[src/rtl/cpu_bus_pkg.sv]
// Shared types and encodings for the CPU-to-memory bus arbiter.
package cpu_bus_pkg;

    typedef enum logic [1:0] {
        ARB   = 2'd0,
        DATA  = 2'd1,
        FETCH = 2'd2,
        DONE  = 2'd3
    } bus_state_t;

    localparam logic [1:0] DRW_NONE  = 2'b00;
    localparam logic [1:0] DRW_READ  = 2'b01;
    localparam logic [1:0] DRW_WRITE = 2'b10;

    // Both 10 and 11 request a store, so only the upper bit matters.
    function automatic logic is_write(input logic [1:0] drw);
        return drw[1];
    endfunction

endpackage

[src/rtl/cpu_bus_timer.sv]
// Per-transfer wait counter. 'expired' is high during the last cycle a
// request may stay unacknowledged before the arbiter gives up on it.
module cpu_bus_timer #(
    parameter  int TIMEOUT = 255,
    localparam int W       = $clog2(TIMEOUT + 1)
) (
    input  logic clk,
    input  logic rst,
    input  logic clear,
    input  logic enable,
    output logic expired
);

    localparam logic [W-1:0] LAST = W'(TIMEOUT - 1);

    logic [W-1:0] count;

    assign expired = (count == LAST);

    // Count unacknowledged cycles; clear takes priority and the count saturates.
    always_ff @(posedge clk or negedge rst) begin
        if (!rst) begin
            count <= '0;
        end else if (clear) begin
            count <= '0;
        end else if (enable && (count != LAST)) begin
            count <= count + W'(1);
        end
    end

endmodule

[src/rtl/cpu_bus_arbiter.sv]
// Serialises the CPU fetch and data ports onto one req/ack memory bus and
// stalls the pipeline until both accesses of the current step have finished.
module cpu_bus_arbiter
    import cpu_bus_pkg::*;
#(
    parameter int          TIMEOUT  = 255,
    parameter logic [31:0] ERR_DATA = 32'hDEADBEEF
) (
    input  logic        clk,
    input  logic        rst,
    input  logic [31:0] iaddr,
    output logic [31:0] iin,
    input  logic [31:0] daddr,
    input  logic [31:0] dout,
    input  logic [1:0]  drw,
    output logic [31:0] din,
    output logic        cpu_stall,
    output logic        bus_req,
    output logic        bus_we,
    output logic [31:0] bus_addr,
    output logic [31:0] bus_wdata,
    input  logic [31:0] bus_rdata,
    input  logic        bus_ack,
    output logic        bus_err
);

    bus_state_t  state;
    logic [31:0] iaddr_q;
    logic [31:0] daddr_q;
    logic [31:0] dout_q;
    logic        we_q;

    logic        in_xfer;
    logic        timer_expired;
    logic        abort;

    // Everything the bus sees comes from the state and the values captured in
    // ARB, so the CPU may change its ports freely while stalled.
    assign in_xfer   = (state == DATA) || (state == FETCH);
    assign cpu_stall = (state != DONE);
    assign bus_req   = in_xfer;
    assign bus_we    = (state == DATA) && we_q;
    assign bus_addr  = (state == FETCH) ? iaddr_q : daddr_q;
    assign bus_wdata = dout_q;

    // An ack in the expiry cycle still counts as a normal completion.
    assign abort = in_xfer && !bus_ack && timer_expired;

    cpu_bus_timer #(
        .TIMEOUT (TIMEOUT)
    ) u_timer (
        .clk     (clk),
        .rst     (rst),
        .clear   (!in_xfer || bus_ack || abort),
        .enable  (in_xfer && !bus_ack),
        .expired (timer_expired)
    );

    // Step sequencer: capture the CPU request, run the optional data access,
    // then the fetch, then release the pipeline for one cycle.
    always_ff @(posedge clk or negedge rst) begin
        if (!rst) begin
            state   <= ARB;
            iaddr_q <= '0;
            daddr_q <= '0;
            dout_q  <= '0;
            we_q    <= 1'b0;
            iin     <= '0;
            din     <= '0;
            bus_err <= 1'b0;
        end else begin
            case (state)
                ARB: begin
                    iaddr_q <= iaddr;
                    daddr_q <= daddr;
                    dout_q  <= dout;
                    we_q    <= is_write(drw);
                    state   <= (drw != DRW_NONE) ? DATA : FETCH;
                end
                DATA: begin
                    if (bus_ack || abort) begin
                        if (!we_q) begin
                            din <= bus_ack ? bus_rdata : ERR_DATA;
                        end
                        if (abort) begin
                            bus_err <= 1'b1;
                        end
                        state <= FETCH;
                    end
                end
                FETCH: begin
                    if (bus_ack || abort) begin
                        iin <= bus_ack ? bus_rdata : ERR_DATA;
                        if (abort) begin
                            bus_err <= 1'b1;
                        end
                        state <= DONE;
                    end
                end
                DONE: begin
                    state <= ARB;
                end
                default: begin
                    state <= ARB;
                end
            endcase
        end
    end

endmodule

[config.mk]
export PLATFORM = sky130hd
export DESIGN_NAME = cpu_bus_arbiter
export DESIGN_NICKNAME = d
export VERILOG_FILES = /design/src/rtl/cpu_bus_pkg.sv /design/src/rtl/cpu_bus_timer.sv /design/src/rtl/cpu_bus_arbiter.sv
export SDC_FILE = /design/constraint.sdc
export NUM_CORES = 1
export LEC_CHECK = 0
export BUFFER_PORTS_ARGS = -buffer_cell sky130_fd_sc_hd__buf_2
export CORE_AREA = 4 4 137 139
export DETAILED_ROUTE_END_ITERATION = 6
export DIE_AREA = 0 0 141 143
export PLACE_DENSITY = 0.67
export SYNTH_ARGS = -nofsm -noshare
export SYNTH_HDL_FRONTEND = slang
export SYNTH_SLANG_ARGS = --single-unit
[constraint.sdc]
create_clock -name clk -period 4.3 [get_ports clk]
set_input_delay 0.645 -clock clk [delete_from_list [all_inputs] [get_ports clk]]
set_output_delay 0.645 -clock clk [all_outputs]
set_load 0.005 [all_outputs]
==> flow_summary.toml, run 1 <==
[power_and_ir_drop]
internal-power_mw = 4.96
power.switching_mw = 2.18
p_comb_share_pct = 38.4
leakage_nw = 4.19
netSwitchingFraction_pct = 30.5
p_seq_share_pct = 39.5
p_per_area_nw_per_um2 = 791
ir_drop_v = 0.000363
p_clk_share_pct = 22.1
totalPowerFinal_mw = 7.14

[clocking]
cts.sinks = 172
cts_tree = "built"
path_clk_slew_ns = 0.07
numCtsBuffers = 17
cts_resized = 0
cts_hold_buffers = 0
clockRootBuffer = "clkbuf_16"
worstSkewPairLatency_ns = 0.42
post_cts_buffers = 0
htreeDepth = 4
cts.path.max_buffers = 2

[sta]
rsz0062_at_grt = "false"
tns_ns = 0
finalCritPeriodShare_pct = 70.7
worst_pin_slew_ns = 1.01
hold_violations = 0
min_period_ns = 3.04
clock.fmax_mhz = 329
maxSlewViolCount = 0
max_slew_margin_pct = 32.6
setup_viol = 0
skew_ns = 0.0108

[run_status]
outcome = "completed"

[layout]
layout_commonest_cell = "buf_2"
mostFrequentLayoutCells = "buf_2 (263), dfrtp_1 (172), mux2_2 (129)"
final_core_util_pct = 51.1
stdcell_count = 954
nets = 850
final_area_um2 = 9020
area_growth_pct = 30.3
drive_above_1_share_pct = 64.2

[logic_synthesis]
seq_area_frac_synth_pct = 62.1
syn-num-nets = 591
synth_area_leaders = "dfrtp_1 (62%), mux2_2 (21%), o22a_2 (4.6%)"
syn_avg_cell_area_um2 = 15.3
synth_top_area_share_pct = 62.1
ys_ff_latch = 172
synth_top_cell_by_area = "dfrtp_1"
synth_cell_types = 31
synth_area_um2 = 6930
synth_warnings = 0
synth_cells = 452

[global_route]
grt_start_max_net_pins = 90
antenna_found_initial = 1
grt_first_pass_wirelength_mm = 26.5
overflow = 0
grt_pass1_vias = 5145
grt_usage_pct = 16.4

[detailed_routing]
drtIter0Drc = 135
drt-vias-per-instance = 5.03
drtAntennaViolNets = 0
wl_mm = 16.4
dr.pass1.iters = 4
drc = 0
wire_per_inst_um = 17.2
dr_total_vias = 4803

[placed_design]
io_buffers = 264
place_area_um2 = 8420
place_hpwl_mm = 11.9
place.gp.congestion = 0.826
dp.cells = 921

[worst_setup_path]
cp.required_ns = 3.65
rrSetupSlack_ns = 1.62
endpoint_kind = "output pin"
path_cells = "inv_1, ha_2, mux2_2, buf_2"
crit_type = "flop to output pin"
critPathMaxFanout = 38
start_kind = "flop"
cpPeakStageDelay_ns = 0.83
slowest_stage = "ha_2"
crit_arrival_ns = 2.39

[hold_path]
hold_class = "primary input to async pin"

[job]
drv_cap = 0

[die]
io_pins = 265
initial_utilization_pct = 39.2
rows = 49
die_h_um = 143
coreArea_um2 = 17700
chipWidth_um = 141
dieArea_um2 = 20200
## sequential cells by signal (all words and copies together) (netlist names)
signal,cells
u_timer.count,8
bus_err,1
state,2
din,32
bus_wdata,32
iaddr_q,32
we_q,1
daddr_q,32
iin,32
## final cells by class
cell class              instances  area (um^2)
fillers                      1562         8630
flip-flops and latches        172         4300
multi-input cells             247         2440
repair buffers                267         1360
clock buffers                  19          443
well taps                     229          287
clock inverters                13          163
inverters                       6         22.5
diodes                          1         2.50
## Yosys cell counts, drive strengths merged
master / count
nand3b: 1
a22o: 16
a21oi: 1
and4: 1
nand3: 3
mux2i: 1
o31ai: 1
mux2: 129
nor3: 2
clkbuf: 5
o21ai: 1
and2b: 1
xnor2: 3
o211ai: 1
o21bai: 1
buf: 22
nor2: 11
nand2: 7
xor2: 3
and2: 5
o22a: 48
o311ai: 1
ha: 6
inv: 6
or3: 1
nand4: 3
dfrtp: 172
## metal layers
layer | GRT usage (%) | vias up | wire length, um
met4 | 4.74 | 0 | 188
met3 | 5.83 | 17 | 1450
met5 | 0 | - | 0
met1 | 20.2 | 2417 | 6680
met2 | 27.4 | 201 | 8090
li1 | - | 2168 | -
## cells by family (layout without fill, tap and decap cells)
kind of cell             after synthesis  in the layout  synth area share (%)
AO/OA/AOI/OAI                         70             70                  9.43
XOR/XNOR                               6              6                 0.759
adder cells (fa/ha/maj)                6              6                  1.08
buffers and inverters                 33            305                  2.84
flip-flops                           172            172                  62.1
multiplexers                         130            130                  21.1
other                                  0              1                     0
AND/OR/NAND/NOR                       35             35                  2.62
## critical path, delay by kind of cell (launching register included)
| family | cells | cell delay (ns) |
|---|---|---|
| buf+inv | 2 | 0.28 |
| mux | 1 | 0.43 |
| flops | 1 | 0.40 |
| fa+ha+maj | 1 | 0.83 |
## power by group through the flow
stage	sequential, mW	combinational [mW]	clock [mW]
final	2.82	2.74	1.58
after global routing	2.92	3.01	1.70
after CTS	2.82	2.81	1.62
after detailed placement	2.85	2.80	0
after global placement	2.79	2.72	0
after floorplan	2.80	1.70	0
## worst paths after layout
check,startpoint,end,depth (start not counted)
max,state[0],bus_addr[2],4
max in group asynchronous,rst,iaddr_q[4],2
min,rst,din[22],1
min in group clk,iaddr[23],iaddr_q[23],2
min reg2reg,bus_err,bus_err,2
max reg2reg,state[0],iin[1],4
## metrics by stage
stage / setup slack, ns / hold WS, ns
after global placement: 1.57 / 0.457
after global routing: 1.09 / 0.314
after CTS: 1.18 / 0.302
final: 1.26 / 0.269
after detailed placement: 1.52 / 0.464
after floorplan: 2.30 / 0.349
Power figures use the tool's default switching activity.
==> run 2: changes to the inputs <==
==> constraint.sdc (replaced) <==
create_clock -name clk -period 3.1 [get_ports clk]
set_input_delay 0.465 -clock clk [delete_from_list [all_inputs] [get_ports clk]]
set_output_delay 0.465 -clock clk [all_outputs]
set_load 0.005 [all_outputs]
==> run 2 against run 1 <==
- routed wire length up 0.66%
- cell count up 0.63%
- power up 38%
- global-route usage about the same
- core utilization up 0.31 points
- critical path depth up 1
- critical endpoint is now bus_addr[17]
==> flow_summary.toml, run 2 (synthesis results as in run 1) <==
[global_route]
grt_first_pass_wirelength_mm = 26.5
met2_usage_pct = 27.0
antenna_found_initial = 1
grtUsageMet3_pct = 6.36
grt-busiest-layer = "met2"
overflow = 0
grt_pass1_vias = 5156
use_met1_pct = 20.1
grt_usage_pct = 16.4
grt_start_max_net_pins = 71

[sta]
rsz0062_at_grt = "false"
max_slew_margin_pct = 40.0
min_period_ns = 2.44
maxSlewViolCount = 0
whs_ns = 0.0612
hold_violations = 0
skew_ns = 0.00684
fin_ws_ns = 0.660
tns_ns = 0
worst_pin_slew_ns = 0.900
setup_viol = 0
clock.fmax_mhz = 410
finalCritPeriodShare_pct = 78.7

[clocking]
htreeDepth = 4
cts_resized = 0
cts.sinks = 172
cts_tree = "built"
clockRootBuffer = "clkbuf_16"
path_clk_slew_ns = 0.06
post_cts_buffers = 0
worstSkewPairLatency_ns = 0.41
cts.path.max_buffers = 2
cts_hold_buffers = 0
numCtsBuffers = 17

[worst_setup_path]
endpoint_kind = "output pin"
cp.required_ns = 2.63
crit_arrival_ns = 1.98
crit_type = "flop to output pin"
path_cells = "inv_1, ha_2, buf_4, mux2_2, buf_2"
slowest_stage = "dfrtp_1"
start_kind = "flop"
cpPeakStageDelay_ns = 0.40
rrSetupSlack_ns = 0.81
critPathMaxFanout = 22

[die]
io_pins = 265
initial_utilization_pct = 39.2
coreArea_um2 = 17700
die_h_um = 143
dieArea_um2 = 20200
rows = 49
chipWidth_um = 141

[layout]
final_core_util_pct = 51.4
drive_above_1_share_pct = 64.7
stdcell_count = 960
n_fill_cell = 1548
layout_commonest_cell = "buf_2"
area_growth_pct = 31.1
nets = 856
mostFrequentLayoutCells = "buf_2 (263), dfrtp_1 (172), mux2_2 (129)"
final_area_um2 = 9080

[detailed_routing]
drtIter0Drc = 143
drtAntennaViolNets = 0
dr_total_vias = 4757
dr.pass1.iters = 4
drt-vias-per-instance = 4.96
drc = 0
wire_per_inst_um = 17.2
wl_mm = 16.5

[placed_design]
dp.cells = 927
place_hpwl_mm = 12.3
io_buffers = 264
place_ws_ns = 0.797
place.gp.congestion = 0.840
place_area_um2 = 8490

[power_and_ir_drop]
ir_drop_v = 0.000450
p_per_area_nw_per_um2 = 1090
totalPowerFinal_mw = 9.85
leakage_nw = 4.22

[job]
drv_cap = 0

[hold_path]
hold_class = "primary input to async pin"

[run_status]
outcome = "completed"
## run 2: cell count changes in the layout (fill, tap and decap cells not counted), sizes merged
cell / delta
buf: +6
bufinv: -1
clkinvlp: +1
## run 2: worst paths after layout
path / from / end / depth (start not counted)
setup / recovery: state[0] / bus_addr[17] / 5
hold / removal: rst / iin[24] / 1
setup reg to reg: state[1] / din[10] / 6
hold reg to reg: din[31] / din[31] / 1
max in group asynchronous: rst / iin[13] / 2
min in group clk: iaddr[5] / iaddr_q[5] / 2
## run 2: critical path: cells and delay by family, from the launching register on
kind / cells / cell delay, ns
fa+ha+maj: 1 / 0.20
buf+inv: 3 / 0.57
flops: 1 / 0.40
mux: 1 / 0.38
## run 2: cell type report
| class | instances | area (um^2) | area share [%] |
|---|---|---|---|
| multi-input combinational | 247 | 2440 | 26.9 |
| clock inverter | 13 | 138 | 1.52 |
| tap | 229 | 287 | 3.16 |
| timing repair buffer | 273 | 1430 | 15.8 |
| antenna | 1 | 2.50 | 0.0276 |
| sequential | 172 | 4300 | 47.4 |
| inverter | 6 | 22.5 | 0.248 |
| clock buffer | 19 | 453 | 4.99 |
## run 2: metal layers
metal | routed length [um] | share of wire (%) | vias up
met2 | 8060 | 49 | 196
met3 | 1500 | 9.1 | 21
met1 | 6680 | 40 | 2360
met5 | 0 | 0 | -
li1 | - | - | 2180
met4 | 277 | 1.7 | 0
## run 2: report_power, final
| group | internal (mW) | total (mW) | switching (mW) |
|---|---|---|---|
| logic | 2.26 | 3.84 | 1.58 |
| registers | 3.34 | 3.91 | 0.566 |
| clock network | 1.23 | 2.10 | 0.867 |
| total | 6.84 | 9.85 | 3.01 |
==> run 3: changes to the inputs <==
--- a/config.mk
+++ b/config.mk
@@ -5,11 +5,12 @@
 export SDC_FILE = /design/constraint.sdc
 export NUM_CORES = 1
 export LEC_CHECK = 0
+export ABC_AREA = 1
 export BUFFER_PORTS_ARGS = -buffer_cell sky130_fd_sc_hd__buf_2
-export CORE_AREA = 4 4 137 139
+export CORE_AREA = 4 4 142 144
 export DETAILED_ROUTE_END_ITERATION = 6
-export DIE_AREA = 0 0 141 143
-export PLACE_DENSITY = 0.67
+export DIE_AREA = 0 0 146 148
+export PLACE_DENSITY = 0.66
 export SYNTH_ARGS = -nofsm -noshare
 export SYNTH_HDL_FRONTEND = slang
 export SYNTH_SLANG_ARGS = --single-unit
==> constraint.sdc (replaced) <==
create_clock -name clk -period 2.4 [get_ports clk]
set_input_delay 0.36 -clock clk [delete_from_list [all_inputs] [get_ports clk]]
set_output_delay 0.36 -clock clk [all_outputs]
set_load 0.005 [all_outputs]
==> run 3 against run 2 <==
- critical path depth did not move
- first-iteration DRC count up 130%
- via count increased by 35%
- sequential cell count did not move
- combinational power grew 32%
- critical path type unchanged
- sequential power is 28% higher
- highest routed layer is now met5
==> flow_summary.toml, run 3 <==
[run_status]
outcome = "completed"

[clocking]
cts_tree = "built"
cts.sinks = 172
path_clk_slew_ns = 0.07
numCtsBuffers = 17
htreeDepth = 4
worstSkewPairLatency_ns = 0.42
cts.path.max_buffers = 2
clockRootBuffer = "clkbuf_16"

[detailed_routing]
dr.pass1.iters = 5
drtIter0Drc = 336
drc = 0
drt-vias-per-instance = 4.69
wl_mm = 20.6
wire_per_inst_um = 15.0
dr_total_vias = 6427
drtAntennaViolNets = 0

[hold_path]
hold_class = "primary input to flop"

[logic_synthesis]
synth_edf_count = 0
yosysMostFrequentCell = "nand2_1"
synth_cells = 875
async_flop_share_pct = 100
syn_avg_cell_area_um2 = 8.53
synth_area_um2 = 7460
synth_area_leaders = "dfrtp_1 (58%), nand2_1 (21%), o21ai_0 (4.4%)"
synthFlopType = "dfrtp_1"
synth_cell_types = 25
syn-num-nets = 1014
synth_top_cell_by_area = "dfrtp_1"
ys_top_cells_by_count = "nand2_1 (425), dfrtp_1 (172), o21ai_0 (65)"
synth_warnings = 0
synth_top_area_share_pct = 57.7
seq_area_frac_synth_pct = 57.7
ys_ff_latch = 172

[placed_design]
io_buffers = 264
place.gp.congestion = 0.817
place_ws_ns = 0.483
place_hpwl_mm = 14.5

[power_and_ir_drop]
ir_drop_v = 0.000695
p_per_area_nw_per_um2 = 1330
leakage_nw = 5.31
totalPowerFinal_mw = 12.8

[global_route]
grt_pass1_vias = 6271
antenna_found_initial = 3
overflow = 0
grt_usage_pct = 18.9
grt_start_max_net_pins = 133
grt_first_pass_wirelength_mm = 33.1

[worst_setup_path]
path_cells = "inv_1, ha_4, buf_4, o21ai_0, buf_2"
cpPeakStageDelay_ns = 0.40
cp.required_ns = 2.04
start_kind = "flop"
slowest_stage = "dfrtp_1"
endpoint_kind = "output pin"
critPathMaxFanout = 14
crit_arrival_ns = 1.87
crit_type = "flop to output pin"

[sta]
tns_ns = 0
fin_ws_ns = 0.171
setup_viol = 0
rsz0062_at_grt = "false"
finalCritPeriodShare_pct = 92.9
min_period_ns = 2.23
worst_pin_slew_ns = 0.585
hold_violations = 0
maxSlewViolCount = 0
clock.fmax_mhz = 449
max_slew_margin_pct = 61.0
skew_ns = 0.00992

[die]
coreArea_um2 = 18700
chipWidth_um = 146
die_h_um = 148
dieArea_um2 = 21600
io_pins = 265
initial_utilization_pct = 39.9
rows = 50

[layout]
nets = 1261
diodes = 0
drive_above_1_share_pct = 31.5
layout_commonest_cell = "nand2_1"
area_growth_pct = 29.0
mostFrequentLayoutCells = "nand2_1 (425), buf_2 (263), dfrtp_1 (172)"

[job]
drv_cap = 0
-- run 3: cell count changes in the layout (fill, tap and decap cells not counted), sizes merged, moves of 2 or more --
cell | previous run | this run
buf | 273 | 277
nor2 | 11 | 14
nand2 | 7 | 429
nor3 | 2 | 0
and2 | 5 | 0
or2 | 0 | 25
a22o | 16 | 0
o22a | 48 | 0
inv | 10 | 57
mux2 | 129 | 0
o21ai | 1 | 65
nand3 | 3 | 53
-- run 3: routing by layer --
| metal | GRT usage (%) | vias up | share of wire, % |
|---|---|---|---|
| li1 | - | 3180 | - |
| met1 | 25.0 | 2969 | 44 |
| met3 | 6.22 | 18 | 8.7 |
| met5 | 0 | - | 0.17 |
| met2 | 30.7 | 254 | 46 |
| met4 | 4.23 | 6 | 0.99 |
-- run 3: final cells by class --
class / instances / area (um^2)
multi-input combinational: 601 / 2730
timing repair buffer: 278 / 1510
tap: 234 / 293
sequential: 172 / 4300
clock inverter: 13 / 155
clock buffer: 19 / 433
inverter: 52 / 195
fill: 1782 / 9080
-- run 3: cells by family after synthesis --
| logic type | after synthesis | share of synthesized area (%) |
|---|---|---|
| xor gates and xnor gates | 5 | 0.587 |
| and+or+nand+nor | 524 | 30.1 |
| adders and majority gates | 6 | 1.01 |
| buffers and inverters | 102 | 6.19 |
| DFF | 172 | 57.7 |
| AOI/OAI and AO/OA | 66 | 4.46 |
-- run 3: worst paths after layout --
path                       startpoint            to  slack [ns]  cells past startpoint
setup / recovery             state[0]  bus_addr[24]        0.17                      5
hold / removal                dout[6]  bus_wdata[6]        0.14                      3
setup reg to reg             state[1]        iin[4]        0.55                     10
hold reg to reg               bus_err       bus_err        0.46                      2
max in group asynchronous         rst        iin[0]        1.25                      3
min in group asynchronous         rst       din[20]        0.50                      2
-- run 3: critical path, delay by kind of cell, from the launching register on --
family | cells | cell delay, ns
compound gates | 1 | 0.32
fa+ha+maj | 1 | 0.24
buf+inv | 3 | 0.50
flops | 1 | 0.40
-- run 3: repair_timing --
item,4_1_cts,5_1_grt
buffers inserted,0,1
endpoints found under the hold margin,56,0
resized for setup,0,1
endpoints found under the setup margin,0,20
hold buffers,1,0
-- run 3: metrics by stage --
stage          area (um^2)  cells  util, %  hold slack (ns)
3_5_place_dp          9010   1335     48.2            0.389
4_1_cts               9610   1368     51.4            0.116
3_3_place_gp          9010   1335     48.2            0.388
5_1_grt               9620   1369     51.4            0.126
6_report              9620   1369     51.4            0.139
2_1_floorplan         7460    875        -           0.0644
-- run 3: power by group --
group          switching [mW]  internal (mW)
logic                    3.08           1.98
registers               0.700           4.29
clock network            1.20           1.56
